<file path="config.mk">
export PLATFORM = sky130hd
export DESIGN_NAME = load_store_unit
export DESIGN_NICKNAME = d
export VERILOG_FILES = /design/src/rtl/lsu_pkg.sv /design/src/rtl/lsu_lane_align.sv /design/src/rtl/load_store_unit.sv
export SDC_FILE = /design/constraint.sdc
export NUM_CORES = 1
export LEC_CHECK = 0
export BUFFER_PORTS_ARGS = -buffer_cell sky130_fd_sc_hd__buf_2
export CORE_UTILIZATION = 56
export CTS_BUF_LIST = sky130_fd_sc_hd__clkbuf_8
export DETAILED_ROUTE_END_ITERATION = 12
export HOLD_SLACK_MARGIN = 0.02
export PLACE_DENSITY = 0.91
export SLEW_MARGIN = 0
export SYNTH_ARGS = -nofsm -noshare
export SYNTH_HDL_FRONTEND = slang
export SYNTH_SLANG_ARGS = --single-unit
export TNS_END_PERCENT = 1
</file>
<file path="constraint.sdc">
create_clock -name clk -period 2.7 [get_ports clk]
set_clock_uncertainty 0.2 [all_clocks]
set_input_delay 0.54 -clock clk [delete_from_list [all_inputs] [get_ports clk]]
set_output_delay 0.54 -clock clk [all_outputs]
set_load 0.02 [all_outputs]
</file>
<file path="src/rtl/lsu_pkg.sv">
// lsu_pkg: shared size/state encodings, lane masks and alignment check for the load/store unit
package lsu_pkg;
    typedef enum logic [1:0] {SZ_BYTE = 2'b00, SZ_HALF = 2'b01, SZ_WORD = 2'b10, SZ_RSVD = 2'b11} size_e;
    typedef enum logic [1:0] {IDLE, ACCESS, RESP, ERR} state_e;
    localparam logic [3:0] BE_LO  = 4'b0011;
    localparam logic [3:0] BE_HI  = 4'b1100;
    localparam logic [3:0] BE_ALL = 4'b1111;
    function automatic logic misaligned(size_e sz, logic [1:0] off);
        return sz == SZ_RSVD || (sz == SZ_HALF && off[0]) || (sz == SZ_WORD && off != 2'b00);
    endfunction
endpackage

</file>
<file path="src/rtl/lsu_lane_align.sv">
// lsu_lane_align: size/offset -> byte enables (be_o), replicated store data (wdata_o), extended load data (rdata_o)
module lsu_lane_align
    import lsu_pkg::*;
(
    input  size_e       size_i,
    input  logic [1:0]  off_i,
    input  logic        signed_i,
    input  logic [31:0] wdata_i,
    input  logic [31:0] rdata_i,
    output logic [3:0]  be_o,
    output logic [31:0] wdata_o,
    output logic [31:0] rdata_o
);
    logic [31:0] sh;
    assign sh      = rdata_i >> {off_i, 3'b000};
    assign be_o    = size_i == SZ_BYTE ? 4'b0001 << off_i :
                     size_i == SZ_HALF ? (off_i[1] ? BE_HI : BE_LO) :
                     size_i == SZ_WORD ? BE_ALL : 4'b0000;
    assign wdata_o = size_i == SZ_BYTE ? {4{wdata_i[7:0]}} :
                     size_i == SZ_HALF ? {2{wdata_i[15:0]}} : wdata_i;
    assign rdata_o = size_i == SZ_BYTE ? {{24{signed_i & sh[7]}}, sh[7:0]} :
                     size_i == SZ_HALF ? {{16{signed_i & sh[15]}}, sh[15:0]} : rdata_i;
endmodule

</file>
<file path="src/rtl/load_store_unit.sv">
// load_store_unit: one-at-a-time CPU req_*/resp_* to stalling word memory mem_* bridge with timeout
module load_store_unit
    import lsu_pkg::*;
#(
    parameter int TIMEOUT_CYCLES = 255
) (
    input  logic        clk,
    input  logic        rst_n,
    input  logic        req_valid_i,
    output logic        req_ready_o,
    input  logic        req_write_i,
    input  logic [1:0]  req_size_i,
    input  logic        req_signed_i,
    input  logic [31:0] req_addr_i,
    input  logic [31:0] req_wdata_i,
    output logic        resp_valid_o,
    output logic [31:0] resp_rdata_o,
    output logic        resp_err_o,
    output logic [31:0] mem_addr_o,
    output logic        mem_read_o,
    output logic        mem_write_o,
    output logic [3:0]  mem_byteenable_o,
    output logic [31:0] mem_writedata_o,
    input  logic [31:0] mem_readdata_i,
    input  logic        mem_waitrequest_i
);
    localparam int CW = $clog2(TIMEOUT_CYCLES + 1);
    state_e      state_q, state_d;
    size_e       size_q;
    logic        write_q, signed_q, acc, accept;
    logic [31:0] addr_q, wdata_q, rdata_q, rdata_d, ld_data, st_data;
    logic [CW-1:0] cnt_q, cnt_d;
    logic [3:0]  be;
    lsu_lane_align u_align (
        .size_i   (size_q),
        .off_i    (addr_q[1:0]),
        .signed_i (signed_q),
        .wdata_i  (wdata_q),
        .rdata_i  (mem_readdata_i),
        .be_o     (be),
        .wdata_o  (st_data),
        .rdata_o  (ld_data)
    );
    assign acc    = state_q == ACCESS;
    assign accept = state_q == IDLE && req_valid_i;
    always_comb begin
        state_d = state_q;
        cnt_d   = cnt_q;
        rdata_d = rdata_q;
        case (state_q)
            IDLE: begin
                cnt_d = '0;
                if (req_valid_i) state_d = misaligned(size_e'(req_size_i), req_addr_i[1:0]) ? ERR : ACCESS;
            end
            ACCESS: begin
                // completion wins over timeout when both happen on the limit cycle
                if (!mem_waitrequest_i) begin
                    state_d = RESP;
                    rdata_d = write_q ? '0 : ld_data;
                end else if (cnt_q == CW'(TIMEOUT_CYCLES)) state_d = ERR;
                else cnt_d = cnt_q + 1'b1;
            end
            default: state_d = IDLE;
        endcase
    end
    always_ff @(posedge clk or negedge rst_n) begin
        if (!rst_n) begin
            state_q  <= IDLE;
            cnt_q    <= '0;
            rdata_q  <= '0;
            write_q  <= 1'b0;
            size_q   <= SZ_BYTE;
            signed_q <= 1'b0;
            addr_q   <= '0;
            wdata_q  <= '0;
        end else begin
            state_q <= state_d;
            cnt_q   <= cnt_d;
            rdata_q <= rdata_d;
            if (accept) begin
                write_q  <= req_write_i;
                size_q   <= size_e'(req_size_i);
                signed_q <= req_signed_i;
                addr_q   <= req_addr_i;
                wdata_q  <= req_wdata_i;
            end
        end
    end
    // memory-side outputs are gated by ACCESS so they read zero whenever no strobe is up
    assign req_ready_o      = state_q == IDLE;
    assign resp_valid_o     = state_q == RESP || state_q == ERR;
    assign resp_err_o       = state_q == ERR;
    assign resp_rdata_o     = state_q == RESP ? rdata_q : '0;
    assign mem_read_o       = acc & ~write_q;
    assign mem_write_o      = acc & write_q;
    assign mem_addr_o       = acc ? {addr_q[31:2], 2'b00} : '0;
    assign mem_byteenable_o = acc ? be : '0;
    assign mem_writedata_o  = acc ? st_data : '0;
endmodule

</file>
; Yosys cells after proc, flatten, opt, wreduce, memory -nomap -nowiden
; Index checks and enable logic that the tools add are counted.
[classes]
reduce_logical = 13
shift = 2
n_addsub = 1
n_bitwise = 6
n_eq_ne = 13
mux = 21
[ops]
columns = operator, count
row1 = $mux 32, 8
row2 = $shr 32x5->16, 1
row3 = $mux 4, 5
row4 = $mux 8, 2
row5 = $pmux 8 s2, 1
row6 = $eq 2x2->1 const B, 5
row7 = $add 8x1->8 const B, 1
row8 = $eq 8x8->1 const B, 1
row9 = $mux 2, 4
row10 = $eq 2x1->1 const B, 3
row11 = $ne 2x2->1 const B, 3
row12 = $and 1x1->1, 4
row13 = $logic_not 2->1, 2
row14 = $pmux 2 s2, 1
row15 = $reduce_and 2->1, 2
row16 = $reduce_bool 2->1, 2
row17 = $shl 1x2->4 const A, 1
row18 = $logic_and 1x1->1, 3
row19 = $logic_or 1x1->1, 3
row20 = $ne 3x2->1 const B, 1
row21 = $reduce_and 3->1, 1
row22 = $not 1->1, 2
[word_totals]
reg_bits = 110
elab_cells = 64

; Longest topological paths before layout
[depth]
depth_word = 7
depth_mapped = 7
depth_no_buf = 5

; Cells and area by module
; A second synthesis with hierarchy kept.
[hier_totals]
hier_cells = 658
area_unflattened_um2 = 6517.5
[by_module_without_submodules]
columns = mod, area_per_inst_um2, cells_each, instances, seq_area_each_um2
row1 = load_store_unit, 5178.7, 459, 1, 2752.6
row2 = lsu_lane_align, 1338.8, 199, 1, 0.0

; Worst setup path before layout
; No wires, ideal clock.
[synth_timing]
path_kind = register -> output
from = register state_q[0]
to = output mem_byteenable_o[0]
stages_incl_launch_ff = 6
t_arrival_ns = 1.378
path_buffers = 2
t_required_ns = 1.960
path_slack_ns = 0.582
path_cell_list = dfrtp_1 -> buf_4 -> and2b_1 -> clkbuf_1 -> nand2_1 -> nor2_1
[synth_via]
elab_chain_cells = 2
[synth_lines]
columns = element, line
row1 = start: declaration, load_store_unit.sv:28  ; state_e state_q, state_d;
row2 = start signal: assignment, load_store_unit.sv:77  ; state_q <= state_d;
row3 = $eq 2x1->1, load_store_unit.sv:44  ; assign acc = state_q == ACCESS;
row4 = $mux 4, load_store_unit.sv:97  ; assign mem_byteenable_o = acc ? be : '0;
row5 = end: declaration, load_store_unit.sv:22  ; output logic [3:0] mem_byteenable_o,
; No other way between the ends.

; Final worst setup path
[layout_timing]
from = register size_q[1]
to = output mem_writedata_o[11]
[layout_via]
elab_chain_cells = 3
[layout_lines]
columns = element, line
row1 = start: declaration, load_store_unit.sv:29  ; size_e size_q;
row2 = start signal: assignment, load_store_unit.sv:82  ; size_q <= size_e'(req_size_i);
row3 = $logic_not 2->1, lsu_lane_align.sv:19  ; assign wdata_o = size_i == SZ_BYTE ? {4{wdata_i[7:0]}} :
row4 = $mux 32, lsu_lane_align.sv:19
row5 = $mux 32, load_store_unit.sv:98  ; assign mem_writedata_o = acc ? st_data : '0;
row6 = end: declaration, load_store_unit.sv:23  ; output logic [31:0] mem_writedata_o,
; No other way between the ends.

==> flow_metrics.env <==
export IMPL_setup_violations=0
export IMPL_period_needed_ns=2.569
export IMPL_fin_tns_setup_ns=0
export IMPL_die_area_mm2=0.01080
export IMPL_topRoutingLayerUsed="met4"
export IMPL_reg2reg_from="state_q[1]"
export IMPL_cp_max_fo=18
export IMPL_async_reset_ff_frac=1.000
export IMPL_rsz0062_at_grt="false"
export IMPL_maxCapViolations=0
export IMPL_drtPass1Iterations=6
export IMPL_drc=0
export IMPL_min_from="req_addr_i[18]"
export IMPL_vdd_ir_drop_max_mv=0.6713
export IMPL_wl_met1_mm=6.276
export IMPL_fin_cells=893
export IMPL_rr_worst_depth=5
export IMPL_rrSetupSlack_ns=0.42
export IMPL_synth_cell_types=46
export IMPL_gp_congestion=0.9118
export IMPL_worstSetupPathType="reg2out"
export IMPL_place_inst=875
export IMPL_grt_pass1_vias=5029
export IMPL_cts_root_buffer="clkbuf_8"
export IMPL_core_mm2=0.009910
export IMPL_powerDensity_mw_per_mm2=1177
export IMPL_final_cell_mix="buf_2 (205), dfrtp_1 (106), and2_1 (72), mux2_1 (72), nor2_1 (52)"
export IMPL_multi_input_area_mm2=0.002815
export IMPL_clk_pin_slew_worst_paths_ns=0.10
export IMPL_port_buffers=206
export IMPL_avgViaCountPerCell=5.776
export IMPL_fillers=698
export IMPL_antenna_left=0
export IMPL_grt_pass1_wl_mm=25.52
export IMPL_final_common_cell="buf_2"
export IMPL_arrival_ns=1.83
export IMPL_synth_edf_count=0
export IMPL_ys_warn_count=0
export IMPL_clk_path_buf_depth=2
export IMPL_h_tree_depth=3
export IMPL_drtIter0Drc=330
export IMPL_track_usage=0.2978
export IMPL_die_h_um=103.9
export IMPL_holdPathStages=2
export IMPL_cts_inserted_buffers=9
export IMPL_place_hpwl_mm=11.59
export IMPL_worst_hold_path_type="in2reg"
export IMPL_vias=5158
export IMPL_ioPinCount=209
export IMPL_wl_met2_mm=7.798
export IMPL_grt_max_degree=43
export IMPL_worst_pin_slew_ns=0.6693
export IMPL_syn_area_per_cell_um2=10.30
export IMPL_seq_area_mm2=0.002760
export IMPL_cp_end_kind="output port"
export IMPL_relSlewSlack=0.5529
export IMPL_ys_flop_type="dfrtp_1"
export IMPL_synthCells=565
export IMPL_die_w_um=103.9
export IMPL_reg2reg_to="rdata_q[7]"
export IMPL_insertion_delay_ns=0.37
export IMPL_leakagePower_nw=3.616
export IMPL_synth_area_mm2=0.005817
export IMPL_start_kind="flop"
export IMPL_ys_seq_area_frac=0.4732
export IMPL_cp_slowest_cell="dfrtp_4"
export IMPL_holdPathEnd="addr_q[18]"
export IMPL_cts_sinks=110
export IMPL_report_final_slew_viol_count=0
export IMPL_cp_startpoint="size_q[1]"
export IMPL_cp_cell_sequence="buf_4, o21ai_0, a21oi_1, buf_2"
export IMPL_syn2layout_area_growth_pct=24.11
export IMPL_antenna_found_initial=1
export IMPL_final_nets=859
export IMPL_cts_tree="yes"
export IMPL_status="finished clean"
export IMPL_drt_wl_total_mm=15.89
export IMPL_wl_met3_mm=1.384
export IMPL_ys_ff_latch=110
export IMPL_drive_gt1_frac=0.3307
export IMPL_num_rows=36
export IMPL_period_share=0.9513
export IMPL_fmax_ghz=0.3893
export IMPL_routedWlPerCell_um=17.79
export IMPL_initial_utilization=0.5870
export IMPL_grt_overflow_total=0
export IMPL_max_stage_delay_ns=0.60
export IMPL_hold_viol=0
export IMPL_crit_required_ns=1.96
power by group:
| part | leakage, nW | internal (mW) | switching [mW] |
|---|---|---|---|
| Clock | 0.134 | 0.715 | 0.575 |
| Combinational | 2.14 | 1.65 | 2.38 |
| Sequential | 1.34 | 2.44 | 0.731 |
| Total | 3.62 | 4.81 | 3.69 |
synth_stat cells, types with 2 or more instances:
master | instances | area [um^2]
nand4_1 | 3 | 18.77
nand3_1 | 36 | 180.2
a21oi_1 | 32 | 160.2
nor2b_1 | 3 | 18.77
a221o_1 | 7 | 70.07
a22oi_1 | 8 | 60.06
buf_2 | 10 | 50.05
nand3b_1 | 2 | 15.01
nor2_1 | 53 | 198.9
o31ai_1 | 2 | 15.01
and2_1 | 73 | 456.7
mux2i_1 | 19 | 190.2
a222oi_1 | 7 | 70.07
dfrtp_1 | 110 | 2753
o211ai_1 | 3 | 22.52
nand2_1 | 37 | 138.9
and2b_1 | 2 | 15.01
mux2_1 | 72 | 810.8
o21ai_0 | 7 | 35.03
buf_6 | 3 | 33.78
o21ai_1 | 8 | 40.04
or3_1 | 2 | 12.51
xor2_1 | 3 | 26.28
clkbuf_1 | 21 | 78.83
nand2b_1 | 3 | 18.77
inv_1 | 4 | 15.01
buf_4 | 10 | 75.07
o221ai_1 | 7 | 61.31
cell families after synthesis:
group	Yosys count	share of synthesized area
AOI/OAI and AO/OA	84	0.09787
adders and majority gates	1	0.002151
other	1	0.0006447
DFF	110	0.4732
xor gates and xnor gates	4	0.006024
and+or+nand+nor	225	0.2039
muxes	91	0.1721
buffers and inverters	49	0.04409
final cells by class:
type                            instances  share of cell area
Multi-Input combinational cell        407              0.3899
Sequential cell                       110              0.3823
Timing Repair Buffer                  222              0.1653
Tap cell                              133             0.02305
Clock inverter                          7             0.01976
Clock buffer                            9             0.01716
Inverter                                4            0.002080
Antenna cell                            1           0.0003466
through the flow:
step | instance area (um^2) | setup WS (ns) | util | power [mW] | hold slack [ns]
final | 7219 | 0.1315 | 0.7285 | 8.499 | 0.1775
after global placement | 6932 | 0.4597 | 0.6995 | 6.959 | 0.2583
after global routing | 7219 | 0.03377 | 0.7285 | 8.986 | 0.1521
after floorplan | 5821 | 0.5817 | - | 5.861 | 0.04441
after CTS | 7209 | 0.06319 | 0.7275 | 8.490 | 0.1593
after detailed placement | 6932 | 0.3727 | 0.6995 | 7.170 | 0.2691
per-layer routing:
| metal | up-vias | GRT usage |
|---|---|---|
| li1 | 2347 | - |
| met1 | 2459 | 0.3693 |
| met2 | 312 | 0.4981 |
| met3 | 40 | 0.07769 |
| met4 | 0 | 0.1163 |
| met5 | - | 0 |
state kept, by name (all words and copies together), names as in the netlist:
| name | count |
|---|---|
| signed_q | 1 |
| addr_q | 32 |
| rdata_q | 32 |
| wdata_q | 32 |
| cnt_q | 8 |
| size_q | 2 |
| state_q | 2 |
| write_q | 1 |
worst max-delay path by stage:
stage | endpoint | slack (ns) | cells after the start
2_1_floorplan | mem_byteenable_o[0] | 0.58 | 5
3_3_place_gp | mem_writedata_o[8] | 0.46 | 4
3_5_place_dp | rdata_q[7] | 0.37 | 5
4_1_cts | mem_writedata_o[11] | 0.06 | 4
5_1_grt | mem_writedata_o[28] | 0.03 | 6
6_report | mem_writedata_o[11] | 0.13 | 4
critical path, delay by kind of cell, from the launching register on:
| kind | cells | cell delay (ns) |
|---|---|---|
| buffers and inverters | 2 | 0.40 |
| DFF | 1 | 0.60 |
| AOI/OAI and AO/OA | 2 | 0.45 |
timing repair:
| action | CTS | global route |
|---|---|---|
| setup buffers | 0 | 0 |
| hold buffers | 1 | 0 |
| resized for setup | 1 | 4 |
| setup endpoints to repair | 3 | 12 |
| pin swaps | 0 | 0 |
| hold endpoints to repair | 39 | 0 |
(Power assumes the default switching activity.)
